<file path="config.mk">
export PLATFORM = sky130hd
export DESIGN_NAME = ps2_keyboard_rx_flat
export DESIGN_NICKNAME = d
export VERILOG_FILES = /design/src/rtl/ps2_pkg.sv /design/src/rtl/ps2_keyboard_rx_if.sv /design/src/rtl/ps2_scan_ascii.sv /design/src/rtl/ps2_keyboard_rx.sv /design/src/flat_wrapper.sv
export SDC_FILE = /design/constraint.sdc
export NUM_CORES = 1
export LEC_CHECK = 0
export ABC_AREA = 1
export CORE_AREA = 3 3 129 131
export DETAILED_ROUTE_END_ITERATION = 7
export DIE_AREA = 0 0 132 134
export PLACE_DENSITY_LB_ADDON = 0.12
export SYNTH_ARGS = -nofsm -noshare
export SYNTH_HDL_FRONTEND = slang
export SYNTH_HIERARCHICAL = 1
export SYNTH_SLANG_ARGS = --single-unit
export TNS_END_PERCENT = 30
</file>
<file path="constraint.sdc">
create_clock -name clk -period 6.96 [get_ports clk]
set_input_delay 2.088 -clock clk [delete_from_list [all_inputs] [get_ports clk]]
set_output_delay 2.088 -clock clk [all_outputs]
set_load 0.01 [all_outputs]
</file>
<file path="src/rtl/ps2_pkg.sv">
// Shared types for the PS/2 keyboard receiver: frame FSM states, prefix bytes and FIFO entry layout.
package ps2_pkg;

    typedef enum logic [1:0] {
        ST_IDLE,
        ST_DATA,
        ST_PARITY,
        ST_STOP
    } ps2_state_e;

    localparam logic [7:0] PS2_BREAK = 8'hF0;
    localparam logic [7:0] PS2_EXT   = 8'hE0;

    typedef struct packed {
        logic       ext;
        logic       brk;
        logic [7:0] code;
    } ps2_event_t;

    localparam int EVENT_W = $bits(ps2_event_t);

endpackage

</file>
<file path="src/rtl/ps2_keyboard_rx_if.sv">
// Key-event read port: valid/ready handshake plus the decoded head event.
interface ps2_keyboard_rx_if;

    logic       ev_valid;
    logic       ev_ready;
    logic [7:0] ev_code;
    logic       ev_break;
    logic       ev_ext;
    logic [7:0] ev_ascii;

    modport master (
        output ev_valid, ev_code, ev_break, ev_ext, ev_ascii,
        input  ev_ready
    );

    modport slave (
        input  ev_valid, ev_code, ev_break, ev_ext, ev_ascii,
        output ev_ready
    );

endinterface

</file>
<file path="src/rtl/ps2_scan_ascii.sv">
// Scan code set 2 to lowercase ASCII; letters, digits, space and enter, 8'h00 otherwise.
module ps2_scan_ascii (
    input  logic [7:0] code,
    output logic [7:0] ascii
);

    always_comb begin
        ascii = 8'h00;
        case (code)
            8'h1C: ascii = 8'h61; 8'h32: ascii = 8'h62; 8'h21: ascii = 8'h63;
            8'h23: ascii = 8'h64; 8'h24: ascii = 8'h65; 8'h2B: ascii = 8'h66;
            8'h34: ascii = 8'h67; 8'h33: ascii = 8'h68; 8'h43: ascii = 8'h69;
            8'h3B: ascii = 8'h6A; 8'h42: ascii = 8'h6B; 8'h4B: ascii = 8'h6C;
            8'h3A: ascii = 8'h6D; 8'h31: ascii = 8'h6E; 8'h44: ascii = 8'h6F;
            8'h4D: ascii = 8'h70; 8'h15: ascii = 8'h71; 8'h2D: ascii = 8'h72;
            8'h1B: ascii = 8'h73; 8'h2C: ascii = 8'h74; 8'h3C: ascii = 8'h75;
            8'h2A: ascii = 8'h76; 8'h1D: ascii = 8'h77; 8'h22: ascii = 8'h78;
            8'h35: ascii = 8'h79; 8'h1A: ascii = 8'h7A;
            8'h45: ascii = 8'h30; 8'h16: ascii = 8'h31; 8'h1E: ascii = 8'h32;
            8'h26: ascii = 8'h33; 8'h25: ascii = 8'h34; 8'h2E: ascii = 8'h35;
            8'h36: ascii = 8'h36; 8'h3D: ascii = 8'h37; 8'h3E: ascii = 8'h38;
            8'h46: ascii = 8'h39;
            8'h29: ascii = 8'h20;
            8'h5A: ascii = 8'h0D;
            default: ascii = 8'h00;
        endcase
    end

endmodule

</file>
<file path="src/rtl/ps2_keyboard_rx.sv">
// PS/2 keyboard receiver: frame FSM with watchdog, make/break/extended assembly, event FIFO.
// Define PS2_TYPEMATIC_FILTER_EN to suppress auto-repeat makes of the held key.
module ps2_keyboard_rx
    import ps2_pkg::*;
#(
    parameter int CLK_HZ     = 50000000,
    parameter int TIMEOUT_US = 2000,
    parameter int FIFO_DEPTH = 8
) (
    input  logic                    clk,
    input  logic                    rst_n,
    input  logic                    ps2_clk,
    input  logic                    ps2_dat,
    ps2_keyboard_rx_if.master       ev,
    output logic                    frame_err,
    output logic                    overflow
);

    localparam int WD_LIMIT = (CLK_HZ / 1000000) * TIMEOUT_US;
    localparam int WD_W     = $clog2(WD_LIMIT + 1);
    localparam int AW       = $clog2(FIFO_DEPTH);

    // Synchronizers reset to the idle-high line level so reset release never looks like a fall.
    logic [2:0] ps2c_sync_q, ps2c_sync_d;
    logic [2:0] ps2d_sync_q, ps2d_sync_d;
    logic       fall;
    logic       dat;

    assign ps2c_sync_d = {ps2c_sync_q[1:0], ps2_clk};
    assign ps2d_sync_d = {ps2d_sync_q[1:0], ps2_dat};
    assign fall        = ps2c_sync_q[2] & ~ps2c_sync_q[1];
    assign dat         = ps2d_sync_q[1];

    always_ff @(posedge clk or negedge rst_n) begin
        if (!rst_n) begin
            ps2c_sync_q <= 3'b111;
            ps2d_sync_q <= 3'b111;
        end else begin
            ps2c_sync_q <= ps2c_sync_d;
            ps2d_sync_q <= ps2d_sync_d;
        end
    end

    ps2_state_e       state_q, state_d;
    logic [2:0]       bitcnt_q, bitcnt_d;
    logic [7:0]       shreg_q, shreg_d;
    logic             par_q, par_d;
    logic [WD_W-1:0]  wd_q, wd_d;
    logic             byte_vld_q, byte_vld_d;
    logic [7:0]       byte_q, byte_d;
    logic             frame_err_q, frame_err_d;
    logic             timeout;

    always_comb begin
        state_d     = state_q;
        bitcnt_d    = bitcnt_q;
        shreg_d     = shreg_q;
        par_d       = par_q;
        byte_vld_d  = 1'b0;
        byte_d      = byte_q;
        frame_err_d = 1'b0;
        wd_d        = (state_q == ST_IDLE || fall) ? '0 : wd_q + 1'b1;
        timeout     = (state_q != ST_IDLE) && !fall && (wd_q == WD_W'(WD_LIMIT - 1));

        if (timeout) begin
            state_d     = ST_IDLE;
            frame_err_d = 1'b1;
            wd_d        = '0;
        end else if (fall) begin
            case (state_q)
                ST_IDLE: begin
                    if (!dat) begin
                        state_d  = ST_DATA;
                        bitcnt_d = 3'd0;
                    end
                end
                ST_DATA: begin
                    shreg_d  = {dat, shreg_q[7:1]};
                    bitcnt_d = bitcnt_q + 3'd1;
                    if (bitcnt_q == 3'd7) state_d = ST_PARITY;
                end
                ST_PARITY: begin
                    par_d   = dat;
                    state_d = ST_STOP;
                end
                ST_STOP: begin
                    state_d = ST_IDLE;
                    if (dat && (^{shreg_q, par_q})) begin
                        byte_vld_d = 1'b1;
                        byte_d     = shreg_q;
                    end else begin
                        frame_err_d = 1'b1;
                    end
                end
                default: state_d = ST_IDLE;
            endcase
        end
    end

    always_ff @(posedge clk or negedge rst_n) begin
        if (!rst_n) begin
            state_q     <= ST_IDLE;
            bitcnt_q    <= '0;
            shreg_q     <= '0;
            par_q       <= 1'b0;
            wd_q        <= '0;
            byte_vld_q  <= 1'b0;
            byte_q      <= '0;
            frame_err_q <= 1'b0;
        end else begin
            state_q     <= state_d;
            bitcnt_q    <= bitcnt_d;
            shreg_q     <= shreg_d;
            par_q       <= par_d;
            wd_q        <= wd_d;
            byte_vld_q  <= byte_vld_d;
            byte_q      <= byte_d;
            frame_err_q <= frame_err_d;
        end
    end

    assign frame_err = frame_err_q;

    // Byte layer: prefixes only arm flags; the next ordinary byte carries them into the FIFO.
    logic       ext_pend_q, ext_pend_d;
    logic       brk_pend_q, brk_pend_d;
    logic       push;
    ps2_event_t push_entry;
`ifdef PS2_TYPEMATIC_FILTER_EN
    logic       held_vld_q, held_vld_d;
    logic [8:0] held_q, held_d;
`endif

    always_comb begin
        ext_pend_d      = ext_pend_q;
        brk_pend_d      = brk_pend_q;
        push            = 1'b0;
        push_entry.ext  = ext_pend_q;
        push_entry.brk  = brk_pend_q;
        push_entry.code = byte_q;
`ifdef PS2_TYPEMATIC_FILTER_EN
        held_vld_d = held_vld_q;
        held_d     = held_q;
`endif
        if (frame_err_q) begin
            ext_pend_d = 1'b0;
            brk_pend_d = 1'b0;
        end else if (byte_vld_q) begin
            if (byte_q == PS2_EXT) begin
                ext_pend_d = 1'b1;
            end else if (byte_q == PS2_BREAK) begin
                brk_pend_d = 1'b1;
            end else begin
                ext_pend_d = 1'b0;
                brk_pend_d = 1'b0;
                push       = 1'b1;
`ifdef PS2_TYPEMATIC_FILTER_EN
                if (brk_pend_q) begin
                    held_vld_d = 1'b0;
                end else if (held_vld_q && (held_q == {ext_pend_q, byte_q})) begin
                    push = 1'b0;
                end else begin
                    held_vld_d = 1'b1;
                    held_d     = {ext_pend_q, byte_q};
                end
`endif
            end
        end
    end

    always_ff @(posedge clk or negedge rst_n) begin
        if (!rst_n) begin
            ext_pend_q <= 1'b0;
            brk_pend_q <= 1'b0;
`ifdef PS2_TYPEMATIC_FILTER_EN
            held_vld_q <= 1'b0;
            held_q     <= '0;
`endif
        end else begin
            ext_pend_q <= ext_pend_d;
            brk_pend_q <= brk_pend_d;
`ifdef PS2_TYPEMATIC_FILTER_EN
            held_vld_q <= held_vld_d;
            held_q     <= held_d;
`endif
        end
    end

    // Event FIFO, first-word fall-through; one extra pointer bit separates full from empty.
    ps2_event_t    mem_q [FIFO_DEPTH];
    logic [AW:0]   wr_ptr_q, wr_ptr_d;
    logic [AW:0]   rd_ptr_q, rd_ptr_d;
    logic          overflow_q, overflow_d;
    logic          empty, full, pop, wr_en;
    ps2_event_t    head;
    logic [7:0]    map_ascii;

    assign empty = (wr_ptr_q == rd_ptr_q);
    assign full  = (wr_ptr_q[AW] != rd_ptr_q[AW]) && (wr_ptr_q[AW-1:0] == rd_ptr_q[AW-1:0]);
    assign pop   = !empty && ev.ev_ready;
    assign wr_en = push && (!full || pop);

    always_comb begin
        wr_ptr_d   = wr_ptr_q + {{AW{1'b0}}, wr_en};
        rd_ptr_d   = rd_ptr_q + {{AW{1'b0}}, pop};
        overflow_d = overflow_q | (push & full & ~pop);
    end

    always_ff @(posedge clk or negedge rst_n) begin
        if (!rst_n) begin
            wr_ptr_q   <= '0;
            rd_ptr_q   <= '0;
            overflow_q <= 1'b0;
        end else begin
            wr_ptr_q   <= wr_ptr_d;
            rd_ptr_q   <= rd_ptr_d;
            overflow_q <= overflow_d;
        end
    end

    always_ff @(posedge clk) begin
        if (wr_en) mem_q[wr_ptr_q[AW-1:0]] <= push_entry;
    end

    assign head = mem_q[rd_ptr_q[AW-1:0]];

    ps2_scan_ascii u_ascii (
        .code  (head.code),
        .ascii (map_ascii)
    );

    // Outputs are forced to zero while empty so the uninitialised storage never leaks out.
    assign ev.ev_valid = !empty;
    assign ev.ev_code  = empty ? 8'h00 : head.code;
    assign ev.ev_break = !empty && head.brk;
    assign ev.ev_ext   = !empty && head.ext;
    assign ev.ev_ascii = (empty || head.ext || head.brk) ? 8'h00 : map_ascii;
    assign overflow    = overflow_q;

endmodule

</file>
<file path="src/flat_wrapper.sv">
// flat-port wrapper written by rule: the top's interface ports become plain ports
module ps2_keyboard_rx_flat import ps2_pkg::*;
#(
    parameter int CLK_HZ     = 50000000,
    parameter int TIMEOUT_US = 2000,
    parameter int FIFO_DEPTH = 8
)
  (clk, rst_n, ps2_clk, ps2_dat, frame_err, overflow, ev_ev_valid, ev_ev_code, ev_ev_break, ev_ev_ext, ev_ev_ascii, ev_ev_ready);
  ps2_keyboard_rx_if ev_i ();
  input  logic clk;
  input  logic rst_n;
  input  logic ps2_clk;
  input  logic ps2_dat;
  output logic frame_err;
  output logic overflow;
  output wire logic [$bits(ev_i.ev_valid)-1:0] ev_ev_valid;
  output wire logic [$bits(ev_i.ev_code)-1:0] ev_ev_code;
  output wire logic [$bits(ev_i.ev_break)-1:0] ev_ev_break;
  output wire logic [$bits(ev_i.ev_ext)-1:0] ev_ev_ext;
  output wire logic [$bits(ev_i.ev_ascii)-1:0] ev_ev_ascii;
  input wire logic [$bits(ev_i.ev_ready)-1:0] ev_ev_ready;
  assign ev_ev_valid = ev_i.ev_valid;
  assign ev_ev_code = ev_i.ev_code;
  assign ev_ev_break = ev_i.ev_break;
  assign ev_ev_ext = ev_i.ev_ext;
  assign ev_ev_ascii = ev_i.ev_ascii;
  assign ev_i.ev_ready = ev_ev_ready;
  ps2_keyboard_rx #(.CLK_HZ(CLK_HZ), .TIMEOUT_US(TIMEOUT_US), .FIFO_DEPTH(FIFO_DEPTH)) u_core (.clk(clk), .rst_n(rst_n), .ps2_clk(ps2_clk), .ps2_dat(ps2_dat), .ev(ev_i), .frame_err(frame_err), .overflow(overflow));
endmodule
</file>
### Yosys cells after proc, flatten, opt, wreduce, memory -nomap -nowiden

Memories as Yosys holds them, arrays and structs flattened.
Index checks and enable logic that the tools add are counted.

* register bits after elaboration: 57
* RAM bits: 80
* bits in read-only memories: 896
* bits of input ports: 5
* word-level logic and storage cells: 105
* memories: 2

* $add $sub $neg: 4
* eq/ne operators: 15
* muxes and demuxes: 34
* bitwise gates (word level): 7
* reductions and logical operators: 28

Memories
* (no name shown): depth 128, width 7, rd ports 1, clocked after memory_dff 0, write ports 0, line ps2_scan_ascii.sv:9 `case (code)`
* u_core.mem_q: depth 8, width 10, rd ports 1, clocked after memory_dff 0, write ports 1, line ps2_keyboard_rx.sv:190 `ps2_event_t mem_q [FIFO_DEPTH];`

Operators by type and width (count)
* 17-bit 2-to-1 mux: 2
* 8-bit 2-to-1 mux: 3
* 1-bit 2-to-1 mux: 22
* 17-bit by 1-bit adder with 17-bit output, second input constant: 1
* 17-bit equality test, second input constant: 1
* 8-bit equality test, second input constant: 2
* 3-bit AND reduction: 3
* 9-bit parity: 1
* 4-bit by 1-bit adder with 4-bit output: 2
* 1-bit logical AND: 8
* 2-bit 2-to-1 mux: 4
* 2-bit case mux with 4 select lines: 1
* 4-bit AND reduction: 2
* 2-bit nonzero test: 4
* 3-bit by 1-bit != test with 1-bit output, second input constant: 2
* 3-bit case mux with 2 select lines: 1
* 2-bit equality test, second input constant: 2
* 4-bit equality test: 1
* 1-bit logical OR: 4
* 2-bit AND reduction: 2
* 3-bit by 1-bit adder with 3-bit output, second input constant: 1
* 1-bit AND: 3
* 3-bit equality test: 1
* 3-bit equality test, second input constant: 1
* 10 further kinds: 14

### Logic depth before layout (Yosys ltp)

Gate-level depths: netlist of the first run.

* depth in word-level cells: 8
* gate-level depth with buffers: 20

### Modules after synthesis

The synthesis of the first run kept the hierarchy.

By module, submodules not included
* ps2_keyboard_rx: times used 1, cells an instance 609, area each 6174.7 um2, sequential area each 3834.9 um2
* ps2_scan_ascii: times used 1, cells an instance 172, area each 808.3 um2, sequential area each 0.0 um2

### Least setup slack after synthesis of the first run

No wires, ideal clock.

* path type: flip-flop to output port
* start: register u_core.rd_ptr_q[0]
* end: output ev_ev_ascii[0]
* data arrival time: 2371 ps
* setup slack: 2501 ps
* cell stages (with the launch flop): 18
* path through: dfrtp_1 inv_2 buf_6 buf_2 nor2_1 o22ai_1 nand2_1 nand2_1 inv_1 ha_1 nand2_1 nand2_1 nand2_1 a21oi_1 nand2_1 a21oi_1 inv_1 nor2_1

RTL lines
* from (decl): line ps2_keyboard_rx.sv:192 `logic [AW:0] rd_ptr_q, rd_ptr_d;`
* from (signal assigned): line ps2_keyboard_rx.sv:216 `rd_ptr_q <= rd_ptr_d;`
* to (decl): line flat_wrapper.sv:20 `output wire logic [$bits(ev_i.ev_ascii)-1:0] ev_ev_ascii;`

==> flow_summary_export.csv, run 1 <==
group,metric,value,unit
logic_synthesis,synth_cells,781,
cts,cts_tree,"yes",
drt,drtAntennaViolNets,0,
pwr,leakage,0.00331,uW
cts,cts_root_buffer,"clkbuf_16",
finish,layout-drive-gt1-share,0.0845,
logic_synthesis,avgSynthCellArea,8.94,sq um
setup_path,critPathBufInv,4,
floorplanning,die_h,134,um
floorplanning,core,15700,sq um
drt,drtIter0Drc,421,
sta,finalSetupViolations,0,
logic_synthesis,syn_nets,805,
floorplanning,initial_core_util,0.444,
sta,drv_slew,0,
global_routing,grt_max_degree,58,
global_routing,grt_pass1_vias,5270,
run_status,status,"finished, final reports clean",
drt,viasPerCell,5.15,
setup_path,path_delay_family,"buffers and inverters",
drt,vias,5318,
setup_path,crit_slowest_cell,"clkdlybuf4s50_1",
sta,period_needed,5.90,ns
placement,io_buffers,24,
cts,htree_levels,4,
sta,worst_pin_slew,1.20,ns
finish,fin_nets,828,
finish,stdcell_count,1033,
finish,final_cell_mix,"190 x nand2_1, 105 x nor2_1, 80 x edfxtp_1, 73 x inv_1, 59 x o21ai_0",
setup_path,critPathMaxStageDelay,0.53,ns
pwr,max-vdd-ir-drop,0.246,mV
finish,syn_to_final_growth,14.0,%
sta,period_share,0.848,
placement,pre_cts_ws,1.50,ns
floorplanning,rows,46,
sta,hold_viol_final,0,
worst_hold_path,min_from,"u_core/ps2c_sync_q[0]$_DFF_PN1_",
global_routing,antenna_found_initial,0,
setup_path,reg2regPathDepth,8,
sta,fin_setup_tns,0,ns
cts,cts_buffers,17,
sta,rsz0062_at_grt,"false",
setup_path,critPathKind,"register to primary output",
setup_path,ff2ff_setup_slack,4.16,ns
placement,gp_congestion,0.899,
setup_path,crit_fanout,40,
setup_path,path_cells,"inv_2 > o21ai_0 > o22ai_1 > nand2_1 > nand2_1 > inv_1 > ha_1 > nand2_1 > nand2_1 > nand2_1 > a21oi_1 > nand2_1 > a21oi_1 > inv_1 > nor2_1 > clkdlybuf4s50_1",
logic_synthesis,ys_seq_elements,137,
floorplanning,die_w,132,um
sta,holdWs,0.355,ns
setup_path,cpMostUsedCell,"nand2_1",
drt,firstDrtPassIters,4,
cts,holdBufCountCts,0,
placement,placed_cell_area,7360,sq um
cts,cts.path.max_buffers,2,
global_routing,track_usage,0.185,
worst_hold_path,hold_class,"register to register",
worst_hold_path,whs_endpoint,"u_core/ps2c_sync_q[1]$_DFF_PN1_",
sta,worst_slack,1.06,ns
drt,wl_per_cell,15.1,um
setup_path,r2r_end,"u_core/mem_q[4][1]$_DFFE_PP_",
cts,post_cts_buffers,0,
placement,dpl.cell_count,1001,
finish,finalInstanceArea,7960,sq um
cts,clk_pin_slew,0.05,ns
floorplanning,die-area,17700,sq um
logic_synthesis,syn-cell-area,6980,sq um
cts,ctsResizeCount,0,
drt,drt_wl_total,15600,um
worst_hold_path,hold_depth,0,
setup_path,r2r_start,"u_core/byte_q[3]$_DFFE_PN0P_",
sta,max_freq,169,MHz
cts,clk_latency,0.42,ns
sta,slew_headroom,0.194,
floorplanning,num_io_pins,26,
drt,drc,0,
setup_path,arrival,3.81,ns
job,cap_violations,0,
sta,skew,0.00770,ns
logic_synthesis,synth_warnings,6,
logic_synthesis,ys_types,41,
finish,final_common_cell,"nand2_1",
logic_synthesis,synth_seq_area_share,0.549,
setup_path,start_kind,"register",
global_routing,grt_pass1_wl,26100,um
global_routing,grt_overflow,0,
finish,diodes,0,
cts,numClockSinks,137,
pwr,power.density,478,nW/um^2
setup_path,cp_data_required_time,4.87,ns
placement,hpwl,10700,um
setup_path,crit_path_end_kind,"primary output",
==> through the flow <==
step,util,power (uW)
after global routing,0.507,4140
final,0.507,3800
after global placement,0.469,2920
after CTS,0.507,3830
after detailed placement,0.469,2910
after floorplan,-,2410
==> cell usage after synthesis (all sizes together) <==
cell	number	area [sq um]
o31ai	2	15.0
nor3b	4	40.0
dfrtp	52	1300
o32ai	1	8.76
nand4	18	128
nand2	194	738
xnor2	3	26.3
o21ai	65	337
nor4	3	18.8
ha	19	238
buf	21	145
nand3	48	263
clkbuf	4	16.3
o21bai	1	7.51
clkinv	1	5.00
xor2	11	96.3
or2	2	12.5
nor3	7	40.0
o211ai	3	22.5
dfstp	5	131
a211oi	1	7.51
conb	1	3.75
a21oi	27	139
edfxtp	80	2400
inv	79	297
o22ai	18	113
nor2	111	432
==> layer usage <==
layer  vias to the layer above  GRT usage  share of wire  routed length [um]
li1                       2654          -              -                   -
met1                      2541      0.236           0.45                7070
met2                        98      0.311           0.49                7710
met3                        25     0.0413          0.035                 542
met4                         0     0.0712          0.018                 275
met5                         -          0              0                   0
==> logic make-up after synthesis <==
group	share of synthesized area
flip-flops	0.549
XOR/XNOR	0.0176
AO/OA/AOI/OAI	0.0930
other	0.000537
adder cells (fa/ha/maj)	0.0340
AND/OR/NAND/NOR	0.239
buffers and inverters	0.0663
==> where the power goes <==
group / leakage, uW / switching, uW / internal, uW
sequential: 0.00146 / 78.8 / 937
combinational: 0.00157 / 1240 / 639
clock: 0.000281 / 338 / 564
total: 0.00331 / 1660 / 2140
==> cell type report <==
type	instances	area (sq um)
Timing Repair Buffer	29	273
Inverter	80	302
Clock buffer	18	429
Multi-Input combinational cell	539	2690
Tap cell	216	270
Clock inverter	14	168
Fill cell	1451	7750
Sequential cell	137	3830
==> sequential cells by signal (all words and copies together) (netlist names), 2 cells and up <==
register and count:
u_core/byte_q 8, u_core/wd_q 17, u_core/ps2c_sync_q 3, u_core/mem_q 80, u_core/ps2d_sync_q 2, u_core/shreg_q 8, u_core/rd_ptr_q 4, u_core/bitcnt_q 3
u_core/wr_ptr_q 4, u_core/state_q 2
==> worst max-delay path by stage <==
stage                                            start        endpoint  cells past startpoint
final                     u_core/rd_ptr_q[0]$_DFF_PN0_  ev_ev_ascii[0]                     16
after global routing      u_core/rd_ptr_q[0]$_DFF_PN0_  ev_ev_ascii[0]                     16
after CTS                 u_core/rd_ptr_q[0]$_DFF_PN0_  ev_ev_ascii[0]                     16
after detailed placement  u_core/rd_ptr_q[0]$_DFF_PN0_  ev_ev_ascii[0]                     16
after global placement    u_core/rd_ptr_q[0]$_DFF_PN0_  ev_ev_ascii[0]                     16
after floorplan           u_core/rd_ptr_q[0]$_DFF_PN0_  ev_ev_ascii[0]                     17
==> worst reg2reg max path, cell delays in order (launching register included) <==
cell and delay (ns):
dfrtp_1 0.55, nor2_1 0.12, nand3_1 0.09, nor2_1 0.07, nor2_1 0.13, nand3_1 0.18
a21oi_2 0.21, nand2_1 0.14, nor2_1 0.92
(Power assumes the default switching activity.)
==> run 2: changes to the inputs <==
clock period = 4.8 ns   (was 6.96 ns; I/O delays follow)
==> run 2 against run 1 <==
Count of clock-buffer cells in the layout unchanged. Clock power grew 45%. Clock skew decreased by 0.0014 ns. Global-route usage rose by 0.49 points. First-iteration DRC count shrank 5.9%. Via count increased by 2.7%. Worst hold slack improved by 0.0011 ns. Non-clock buffer count is 17 higher. Critical endpoint is now ev_ev_ascii[2]. Highest routed layer unchanged.
==> flow_summary_export.csv, run 2 (same netlist as run 1, synthesis figures left out) <==
group,metric,value,unit
setup_path,path_cells,"clkinvlp_4 > buf_4 > o21ai_0 > o22ai_1 > nand2_1 > nand2_1 > inv_2 > nand3_1 > nand3_1 > nand2_1 > nand2_1 > nand2_1 > a21oi_1 > inv_1 > nor2_1 > clkdlybuf4s50_1",
cts,cts_root_buffer,"clkbuf_16",
global_routing,grt_pass1_vias,5341,
global_routing,track_usage,0.190,
finish,layout-drive-gt1-share,0.119,
floorplanning,rows,46,
global_routing,antenna_found_initial,0,
floorplanning,die_h,134,um
pwr,switching_share,0.436,
finish,final_cell_mix,"185 x nand2_1, 104 x nor2_1, 80 x edfxtp_1, 71 x inv_1, 58 x o21ai_0",
global_routing,grt_overflow,0,
pwr,leakage,0.00351,uW
pwr,max-vdd-ir-drop,0.331,mV
finish,diodes,0,
placement,pre_cts_ws,0.245,ns
drt,wl_met1,7060,um
worst_hold_path,hold_class,"register to register",
drt,vias,5462,
sta,slew_headroom,0.433,
sta,max_freq,211,MHz
setup_path,crit_fanout,12,
drt,wl_per_cell,15.7,um
drt,wl_met2,8620,um
cts,clk_latency,0.41,ns
pwr,switchingPower,2500,uW
floorplanning,die-area,17700,sq um
setup_path,start_kind,"register",
setup_path,cp_data_required_time,3.36,ns
finish,fin_nets,845,
run_status,status,"finished, final reports clean",
finish,largest_reg_flops,80,
sta,rsz0062_at_grt,"true",
drt,met3_length,602,um
sta,worst_slack,0.0659,ns
cts,cts_tree,"yes",
global_routing,grt_pass1_wl,26800,um
sta,skew,0.00626,ns
cts,numClockSinks,137,
finish,stdcell_count,1050,
sta,worst_pin_slew,0.851,ns
setup_path,crit_path_end_kind,"primary output",
pwr,p_seq_frac,0.261,
setup_path,cpMostUsedCell,"nand2_1",
drt,drtIter0Drc,396,
setup_path,critPathMaxStageDelay,0.54,ns
placement,io_buffers,24,
placement,gp_congestion,0.904,
sta,finalSetupViolations,0,
cts,cts_buffers,17,
pwr,combPwrFrac,0.511,
cts,htree_levels,4,
drt,firstDrtPassIters,5,
pwr,power.density,700,nW/um^2
drt,drtAntennaViolNets,0,
pwr,pwr-share-clk,0.229,
drt,dr.max_layer_used,"met4",
floorplanning,num_io_pins,26,
finish,final_common_cell,"nand2_1",
cts,cts.path.max_buffers,2,
sta,holdWs,0.356,ns
sta,period_share,0.986,
sta,period_needed,4.73,ns
sta,hold_viol_final,0,
placement,hpwl,11400,um
drt,drt_wl_total,16400,um
finish,syn_to_final_growth,17.5,%
setup_path,critPathKind,"register to primary output",
sta,drv_slew,0,
pwr,p_int,3240,uW
drt,drc,0,
placement,dpl.cell_count,1013,
floorplanning,die_w,132,um
setup_path,arrival,3.29,ns
cts,clk_pin_slew,0.06,ns
floorplanning,initial_core_util,0.444,
setup_path,crit_slowest_cell,"clkdlybuf4s50_1",
global_routing,grt_max_degree,43,
floorplanning,core,15700,sq um
drt,viasPerCell,5.20,
job,cap_violations,0,
-- run 2: cell types whose count changed in the layout (fill, tap and decap cells not counted), sizes merged --
| cell | change |
|---|---|
| clkinv | +4 |
| inv | -5 |
| clkdlybuf4s50 | -5 |
| clkbuf | +2 |
| buf | +15 |
| clkinvlp | +1 |
| dlymetal6s2s | +5 |
-- run 2: routing by layer --
| metal | vias up | GRT usage |
|---|---|---|
| met5 | - | 0 |
| met1 | 2648 | 0.231 |
| met2 | 113 | 0.346 |
| met3 | 14 | 0.0349 |
| li1 | 2687 | - |
| met4 | 0 | 0.0572 |
-- run 2: through the flow --
| step | setup TNS (ns) | cell area (sq um) | utilization | power (uW) |
|---|---|---|---|---|
| after floorplan | 0 | 6980 | - | 3490 |
| after global placement | 0 | 7450 | 0.474 | 4290 |
| after detailed placement | 0 | 7450 | 0.474 | 4300 |
| after CTS | 0 | 8110 | 0.516 | 5690 |
| after global routing | -0.382 | 8200 | 0.522 | 6190 |
| final | 0 | 8200 | 0.522 | 5740 |
-- run 2: what timing repair did --
| item | 4_1_cts | 5_1_grt |
|---|---|---|
| resized for setup | 11 | 15 |
| buffers inserted | 3 | 0 |
| gates cloned | 0 | 2 |
| endpoints found under the setup margin | 7 | 7 |
| pin swaps | 0 | 1 |
| hold buffers | 0 | 0 |
-- run 2: final timing paths --
path	start	endpoint	slack [ns]	depth (start not counted)
worst max-delay path	u_core/rd_ptr_q[1]$_DFF_PN0_	ev_ev_ascii[2]	0.07	16
max in group asynchronous	rst_n	u_core/ps2c_sync_q[2]$_DFF_PN1_	2.79	2
worst min-delay path	u_core/ps2c_sync_q[0]$_DFF_PN1_	u_core/ps2c_sync_q[1]$_DFF_PN1_	0.36	0
worst max register to register	u_core/rd_ptr_q[0]$_DFF_PN0_	u_core/rd_ptr_q[2]$_DFF_PN0_	2.45	9
worst min register to register	u_core/ps2c_sync_q[0]$_DFF_PN1_	u_core/ps2c_sync_q[1]$_DFF_PN1_	0.36	0
min in group asynchronous	rst_n	u_core/wd_q[9]$_DFF_PN0_	1.14	1
-- run 2: layout make-up --
cell class                 instances  area [sq um]
fill                            1427          7510
sequential                       137          3840
multi-input combinational        539          2710
timing repair buffer              46           473
clock buffer                      18           429
inverter                          80           313
tap                              216           270
clock inverter                    14           175
-- run 2: critical path: cells and delay by family (launching register included) --
| family | cells | cell delay [ns] |
|---|---|---|
| buf+inv | 5 | 1.29 |
| simple gates | 8 | 0.83 |
| flops | 1 | 0.46 |
| compound gates | 3 | 0.29 |
-- run 2: power by group through the flow --
stage / clock, uW / sequential, uW / combinational, uW
after floorplan: 0 / 1470 / 2020
after global routing: 1390 / 1520 / 3280
after global placement: 0 / 1490 / 2800
final: 1310 / 1500 / 2930
after detailed placement: 0 / 1500 / 2800
after CTS: 1340 / 1480 / 2860
